===== config.mk =====
export PLATFORM = sky130hd
export DESIGN_NAME = alu_share_ctrl_flat
export DESIGN_NICKNAME = d
export VERILOG_FILES = /design/src/rtl/alu_share_if.sv /design/src/rtl/alu_share_ctrl.sv /design/src/flat_wrapper.sv
export SDC_FILE = /design/constraint.sdc
export NUM_CORES = 1
export LEC_CHECK = 0
export ABC_AREA = 1
export CAP_MARGIN = 20
export CORE_UTILIZATION = 50
export DETAILED_ROUTE_END_ITERATION = 8
export PLACE_DENSITY_LB_ADDON = 0.08
export SLEW_MARGIN = 20
export SYNTH_ARGS = -nofsm -noshare
export SYNTH_HDL_FRONTEND = slang
export SYNTH_HIERARCHICAL = 1
export SYNTH_SLANG_ARGS = --single-unit

===== constraint.sdc =====
create_clock -name clk -period 4.2 [get_ports clk]
set_input_delay 0.84 -clock clk [delete_from_list [all_inputs] [get_ports clk]]
set_output_delay 0.84 -clock clk [all_outputs]
set_load 0.01 [all_outputs]

===== src/rtl/alu_share_if.sv =====
// Handshake bundle between two ALU requesters, the response consumer and the
// shared ALU controller. The master side drives requests and consumes responses.
interface alu_share_if;
  logic        req0_valid;
  logic        req0_ready;
  logic [31:0] req0_a;
  logic [31:0] req0_b;
  logic [1:0]  req0_ctrl;
  logic        req0_setflags;

  logic        req1_valid;
  logic        req1_ready;
  logic [31:0] req1_a;
  logic [31:0] req1_b;
  logic [1:0]  req1_ctrl;
  logic        req1_setflags;

  logic        rsp_valid;
  logic        rsp_ready;
  logic        rsp_id;
  logic [31:0] rsp_result;
  logic [3:0]  rsp_flags;
  logic [3:0]  flags_q;

  modport master (
    output req0_valid, req0_a, req0_b, req0_ctrl, req0_setflags,
    output req1_valid, req1_a, req1_b, req1_ctrl, req1_setflags,
    output rsp_ready,
    input  req0_ready, req1_ready,
    input  rsp_valid, rsp_id, rsp_result, rsp_flags, flags_q
  );

  modport slave (
    input  req0_valid, req0_a, req0_b, req0_ctrl, req0_setflags,
    input  req1_valid, req1_a, req1_b, req1_ctrl, req1_setflags,
    input  rsp_ready,
    output req0_ready, req1_ready,
    output rsp_valid, rsp_id, rsp_result, rsp_flags, flags_q
  );
endinterface


===== src/rtl/alu_share_ctrl.sv =====
// Two-requester front end around a single shared 32-bit ALU. Round-robin grant,
// one-entry registered response, architectural NZCV register.

// 32-bit ALU: 00 add, 01 sub, 10 and, 11 or. Flags {N,Z,C,V}.
// For subtract, C reports a borrow (a < b unsigned); C/V are 0 for logic ops.
module alu (
  input  logic [31:0] a_i,
  input  logic [31:0] b_i,
  input  logic [1:0]  ctrl_i,
  output logic [31:0] result_o,
  output logic [3:0]  flags_o
);
  logic [32:0] sum;
  logic        arith;
  logic        c;
  logic        v;

  // a + b or a + ~b + 1 depending on the subtract bit
  assign sum   = {1'b0, a_i} + {1'b0, (ctrl_i[0] ? ~b_i : b_i)} + {32'd0, ctrl_i[0]};
  assign arith = ~ctrl_i[1];
  assign c     = arith & (sum[32] ^ ctrl_i[0]);
  assign v     = arith & ~(ctrl_i[0] ^ a_i[31] ^ b_i[31]) & (a_i[31] ^ sum[31]);

  // Result select
  always_comb begin
    result_o = sum[31:0];
    case (ctrl_i)
      2'b10:   result_o = a_i & b_i;
      2'b11:   result_o = a_i | b_i;
      default: result_o = sum[31:0];
    endcase
  end

  assign flags_o = {result_o[31], (result_o == 32'd0), c, v};
endmodule

module alu_share_ctrl (
  input  logic      clk,
  input  logic      reset,
  alu_share_if.slave bus
);
  typedef enum logic {IDLE = 1'b0, BUSY = 1'b1} state_t;

  state_t      state_q;
  logic        rsp_valid_q;
  logic        rsp_id_q;
  logic [31:0] rsp_result_q;
  logic [3:0]  rsp_flags_q;
  logic [3:0]  arch_flags_q;
  logic        last_grant_q;

  // Requesters gathered into packed arrays so the grant can index them
  logic [1:0]        req_valid;
  logic [1:0][31:0]  req_a;
  logic [1:0][31:0]  req_b;
  logic [1:0][1:0]   req_ctrl;
  logic [1:0]        req_sf;

  assign req_valid = {bus.req1_valid,    bus.req0_valid};
  assign req_a     = {bus.req1_a,        bus.req0_a};
  assign req_b     = {bus.req1_b,        bus.req0_b};
  assign req_ctrl  = {bus.req1_ctrl,     bus.req0_ctrl};
  assign req_sf    = {bus.req1_setflags, bus.req0_setflags};

  logic rsp_hs;
  logic accept_en;
  logic gnt_any;
  logic gnt_id;
  logic accept;

  assign rsp_hs    = rsp_valid_q & bus.rsp_ready;
  // Reset gates acceptance so nothing can handshake while reset is held
  assign accept_en = ~reset & ((state_q == IDLE) | rsp_hs);
  assign gnt_any   = |req_valid;
  // Tie goes to whoever did not win last; otherwise the lone valid requester
  assign gnt_id    = (&req_valid) ? ~last_grant_q : req_valid[1];
  assign accept    = accept_en & gnt_any;

  assign bus.req0_ready = accept & ~gnt_id;
  assign bus.req1_ready = accept &  gnt_id;

  // Single shared ALU, operands steered by the current grant
  logic [31:0] alu_result;
  logic [3:0]  alu_flags;

  alu u_alu (
    .a_i      (req_a[gnt_id]),
    .b_i      (req_b[gnt_id]),
    .ctrl_i   (req_ctrl[gnt_id]),
    .result_o (alu_result),
    .flags_o  (alu_flags)
  );

  // Response FSM: capture on accept, release on consumer handshake
  always_ff @(posedge clk or posedge reset) begin
    if (reset) begin
      state_q      <= IDLE;
      rsp_valid_q  <= 1'b0;
      rsp_id_q     <= 1'b0;
      rsp_result_q <= 32'd0;
      rsp_flags_q  <= 4'd0;
      arch_flags_q <= 4'd0;
      last_grant_q <= 1'b1;
    end else if (accept) begin
      state_q      <= BUSY;
      rsp_valid_q  <= 1'b1;
      rsp_id_q     <= gnt_id;
      rsp_result_q <= alu_result;
      rsp_flags_q  <= alu_flags;
      last_grant_q <= gnt_id;
      if (req_sf[gnt_id]) arch_flags_q <= alu_flags;
    end else if (rsp_hs) begin
      state_q      <= IDLE;
      rsp_valid_q  <= 1'b0;
    end
  end

  assign bus.rsp_valid  = rsp_valid_q;
  assign bus.rsp_id     = rsp_id_q;
  assign bus.rsp_result = rsp_result_q;
  assign bus.rsp_flags  = rsp_flags_q;
  assign bus.flags_q    = arch_flags_q;

  // Grants are exclusive
  a_gnt_onehot: assert property (@(posedge clk) disable iff (reset)
    !(bus.req0_ready && bus.req1_ready));

  // A stalled response does not move
  a_rsp_stable: assert property (@(posedge clk) disable iff (reset)
    (rsp_valid_q && !bus.rsp_ready) |=> (rsp_valid_q && $stable(rsp_result_q)
                                        && $stable(rsp_flags_q) && $stable(rsp_id_q)));
endmodule

===== src/flat_wrapper.sv =====
// flat-port wrapper written by rule: the top's interface ports become plain ports
module alu_share_ctrl_flat 
  (clk, reset, bus_req0_valid, bus_req0_a, bus_req0_b, bus_req0_ctrl, bus_req0_setflags, bus_req1_valid, bus_req1_a, bus_req1_b, bus_req1_ctrl, bus_req1_setflags, bus_rsp_ready, bus_req0_ready, bus_req1_ready, bus_rsp_valid, bus_rsp_id, bus_rsp_result, bus_rsp_flags, bus_flags_q);
  alu_share_if bus_i ();
  input  logic clk;
  input  logic reset;
  input wire logic [$bits(bus_i.req0_valid)-1:0] bus_req0_valid;
  input wire logic [$bits(bus_i.req0_a)-1:0] bus_req0_a;
  input wire logic [$bits(bus_i.req0_b)-1:0] bus_req0_b;
  input wire logic [$bits(bus_i.req0_ctrl)-1:0] bus_req0_ctrl;
  input wire logic [$bits(bus_i.req0_setflags)-1:0] bus_req0_setflags;
  input wire logic [$bits(bus_i.req1_valid)-1:0] bus_req1_valid;
  input wire logic [$bits(bus_i.req1_a)-1:0] bus_req1_a;
  input wire logic [$bits(bus_i.req1_b)-1:0] bus_req1_b;
  input wire logic [$bits(bus_i.req1_ctrl)-1:0] bus_req1_ctrl;
  input wire logic [$bits(bus_i.req1_setflags)-1:0] bus_req1_setflags;
  input wire logic [$bits(bus_i.rsp_ready)-1:0] bus_rsp_ready;
  output wire logic [$bits(bus_i.req0_ready)-1:0] bus_req0_ready;
  output wire logic [$bits(bus_i.req1_ready)-1:0] bus_req1_ready;
  output wire logic [$bits(bus_i.rsp_valid)-1:0] bus_rsp_valid;
  output wire logic [$bits(bus_i.rsp_id)-1:0] bus_rsp_id;
  output wire logic [$bits(bus_i.rsp_result)-1:0] bus_rsp_result;
  output wire logic [$bits(bus_i.rsp_flags)-1:0] bus_rsp_flags;
  output wire logic [$bits(bus_i.flags_q)-1:0] bus_flags_q;
  assign bus_i.req0_valid = bus_req0_valid;
  assign bus_i.req0_a = bus_req0_a;
  assign bus_i.req0_b = bus_req0_b;
  assign bus_i.req0_ctrl = bus_req0_ctrl;
  assign bus_i.req0_setflags = bus_req0_setflags;
  assign bus_i.req1_valid = bus_req1_valid;
  assign bus_i.req1_a = bus_req1_a;
  assign bus_i.req1_b = bus_req1_b;
  assign bus_i.req1_ctrl = bus_req1_ctrl;
  assign bus_i.req1_setflags = bus_req1_setflags;
  assign bus_i.rsp_ready = bus_rsp_ready;
  assign bus_req0_ready = bus_i.req0_ready;
  assign bus_req1_ready = bus_i.req1_ready;
  assign bus_rsp_valid = bus_i.rsp_valid;
  assign bus_rsp_id = bus_i.rsp_id;
  assign bus_rsp_result = bus_i.rsp_result;
  assign bus_rsp_flags = bus_i.rsp_flags;
  assign bus_flags_q = bus_i.flags_q;
  alu_share_ctrl u_core (.clk(clk), .reset(reset), .bus(bus_i));
endmodule

==> results of run 1 <==
power groups by stage:
stage,combinational (mW),clock [mW],sequential [mW]
floorplan,1.31,0,0.664
global placement,2.42,0,0.605
detailed placement,2.45,0,0.613
CTS,2.47,0.388,0.611
global route,2.86,0.408,0.625
finish,2.62,0.387,0.612
cell usage in the layout, fill, tap and decap left out, types with 7 or more instances in the layout:
| cell type | count |
|---|---|
| nand2_1 | 563 |
| clkdlybuf4s50_1 | 180 |
| inv_1 | 153 |
| nor2_1 | 131 |
| buf_4 | 98 |
| nand3_1 | 61 |
| dfrtp_1 | 42 |
| o21ai_0 | 42 |
| nand2_2 | 40 |
| ha_1 | 29 |
| a21oi_1 | 22 |
| nor2_2 | 16 |
| inv_2 | 11 |
| nand3b_1 | 10 |
| nand3_2 | 9 |
| clkbuf_16 | 8 |
| buf_12 | 8 |
| a21oi_2 | 8 |
| nand4_1 | 7 |
final timing paths:
check	end	startpoint	cells past startpoint	slack (ns)
hold / removal	u_core/bus.rsp_result[29]	u_core/bus.rsp_result[29]	2	0.47
setup / recovery	u_core/bus.flags_q[2]	bus_req0_ctrl[0]	24	0.30
hold reg to reg	u_core/bus.rsp_result[29]	u_core/bus.rsp_result[29]	2	0.47
max in group asynchronous	u_core/last_grant_q	reset	3	2.73
setup reg to reg	u_core/bus.flags_q[2]	u_core/last_grant_q	26	0.55
min in group asynchronous	u_core/bus.rsp_result[7]	reset	3	1.09
worst min-delay path, stage by stage (launching register included):
cell,delay (ns)
dfrtp_1,0.34
nand2_1,0.05
nand2_1,0.04
through the flow:
| stage | util | setup slack [ns] |
|---|---|---|
| 4_1_cts | 0.755 | 0.0830 |
| 3_5_place_dp | 0.743 | -0.145 |
| 5_1_grt | 0.776 | 0.133 |
| 2_1_floorplan | - | 0.148 |
| 3_3_place_gp | 0.743 | -0.102 |
| 6_report | 0.776 | 0.305 |
registers in the layout, indices dropped and copies added, names as in the netlist:
register	flops
u_core/last_grant_q	1
u_core/bus.rsp_id	1
u_core/bus.rsp_result	32
u_core/bus.rsp_valid	1
u_core/bus.flags_q	4
u_core/bus.rsp_flags	4
routing by layer:
layer,GRT usage,part of all wire,up-vias
met3,0.0380,0.091,38
li1,-,-,4227
met2,0.562,0.44,376
met1,0.489,0.45,3820
met4,0.0753,0.016,0
met5,0,0,-
cells by family (layout without fill, tap and decap cells):
logic type | after synthesis | count (layout) | synth area share
simple gates | 858 | 858 | 0.562
buf+inv | 205 | 467 | 0.130
flops | 43 | 43 | 0.168
compound gates | 78 | 78 | 0.0646
fa+ha+maj | 34 | 34 | 0.0676
xor+xnor | 6 | 6 | 0.00820
timing repair:
action,CTS,global route
hold buffers,0,0
setup buffers,0,2
endpoints found under the setup margin,0,10
gates resized for setup,0,43
cell type report:
type                    instances  area share
multi-input cells             976       0.487
repair buffers                293       0.296
flip-flops and latches         43       0.113
inverters                     166      0.0657
well taps                     168      0.0221
clock buffers                   5      0.0131
clock inverters                 3     0.00250
==> flow_summary.ini, run 1 <==
[outcome]
status = finished, final reports clean

[critical_path]
endpoint_kind = flip-flop
crit_buf_inv = 4
cp.arrival_ns = 4.12
critPathRequiredTime_ns = 4.43
critPathMaxFanout = 7
cp-start-kind = input pin
max_stage_delay_ns = 0.44
cp_top_family = simple AND/OR/NAND/NOR gates
critical_path_class = input pin to flip-flop
worst_path_most_repeated_cell = nand2_1
slowest_stage = clkdlybuf4s50_1
path_cells = clkdlybuf4s50_1 -> nand2_1 -> nand2_4 -> clkbuf_16 -> or2_1 -> inv_1 -> nor2_1 -> ha_1 -> nand2_2 -> inv_1 -> nand2_1 -> nand2_1 -> nand2_1 -> nand3b_4 -> or2_1 -> nand3_1 -> nand2_1 -> nor2_1 -> nand2_1 -> nor2_1 -> nand3_1 -> nor2_2 -> nand3_1 -> nand2_1

[clock_network]
cts.clk_slew.worst_paths_ns = 0.06
clk-insertion-delay-late_ns = 0.29
cts.sinks = 43
clockBufferDepth = 2
cts_tree = built
h-tree-depth = 2
cts_buffers = 5
root_buffer = clkbuf_16

[power]
seqPwrFrac = 0.169
power_frac_clock = 0.107
vdd_drop_max_mv = 0.187
comb_power_share = 0.724
power_density_nw_per_um2 = 380
power_mw = 3.62
leakage_nw = 5.43
switchingPower_mw = 1.67
p_int_mw = 1.94
switching_share = 0.463

[floorplan]
die-area_um2 = 13300
core_area_um2 = 12300
start_util = 0.523
die_y_um = 115
die_w_um = 115
std_cell_rows = 40
io_pins = 183

[synth]
synth_area_leaders = nand2_1 33%, dfrtp_1 16%, inv_1 9.1%
synth_area_leader_cell = nand2_1
synth_cell_type_count = 38
yosysWarnings = 6
synth-seq-cells = 43
syn_avg_cell_area_um2 = 5.23
synthArstFlopShare = 1.00
syn_nets = 1397
syn-cell-area_um2 = 6410
netlist.area_leader.share = 0.335
synth_ff_type = dfrtp_1
synth-seq-area-share = 0.168
synthCells = 1224
synth_edf_count = 0
synth_most_common_cell = nand2_1
ys_top_cells_by_count = 571 x nand2_1, 155 x inv_1, 140 x nor2_1, 64 x nand3_1

[route]
post-route-drc-count = 0
post_drt_wl_per_cell_um = 14.3
drt-initial-drc-count = 760
antenna_left = 0
drtPass1Iterations = 5
totalWireLength_mm = 23.6
viasPerCell = 5.12
vias = 8461

[finish]
area_growth_pct = 48.6
design_area_um2 = 9520
register_area_um2 = 1080
multi_input_area_um2 = 4640
layout.nets = 1658
n_fill_cell = 983
drive_gt1_frac = 0.151
antennaDiodeCount = 0
layout.cells.non_filler = 1654

[timing]
period_needed_ns = 3.90
slew_headroom = 0.643
clock-skew-final_ns = 0.00599
fmax_ghz = 0.257
finalHoldViolCount = 0
fin_tns_setup_ns = 0
hold_ws_ns = 0.470
fin_crit_sh = 0.927
tightestPinTransition_ns = 0.536
rsz0062_at_grt = no
drv_slew = 0
setup_viol = 0

[place]
gp_congestion = 0.952
dp_cells = 1640
io_buffer_count = 182
hpwl_mm = 18.5
placed_area_um2 = 9110

[global_routing]
grt_max_degree = 44
grt_pass1_wl_mm = 35.8
antenna_found_initial = 0
grt_pass1_vias = 7477
grt.total_usage = 0.345
globalRouteOverflowTotal = 0

[min_path]
min_path_type = flip-flop to flip-flop

[flow_run]
cap_violations = 0
No activity file was read; power rests on OpenSTA's default activity.
==> inputs of run 2 (changes only) <==
--- a/config.mk
+++ b/config.mk
@@ -9,6 +9,7 @@
 export CAP_MARGIN = 20
 export CORE_UTILIZATION = 50
 export DETAILED_ROUTE_END_ITERATION = 8
+export HOLD_SLACK_MARGIN = 0.03
 export PLACE_DENSITY_LB_ADDON = 0.08
 export SLEW_MARGIN = 20
 export SYNTH_ARGS = -nofsm -noshare
==> results of run 2 <==
Final layout, timing and power as in run 1 (identical DEF).
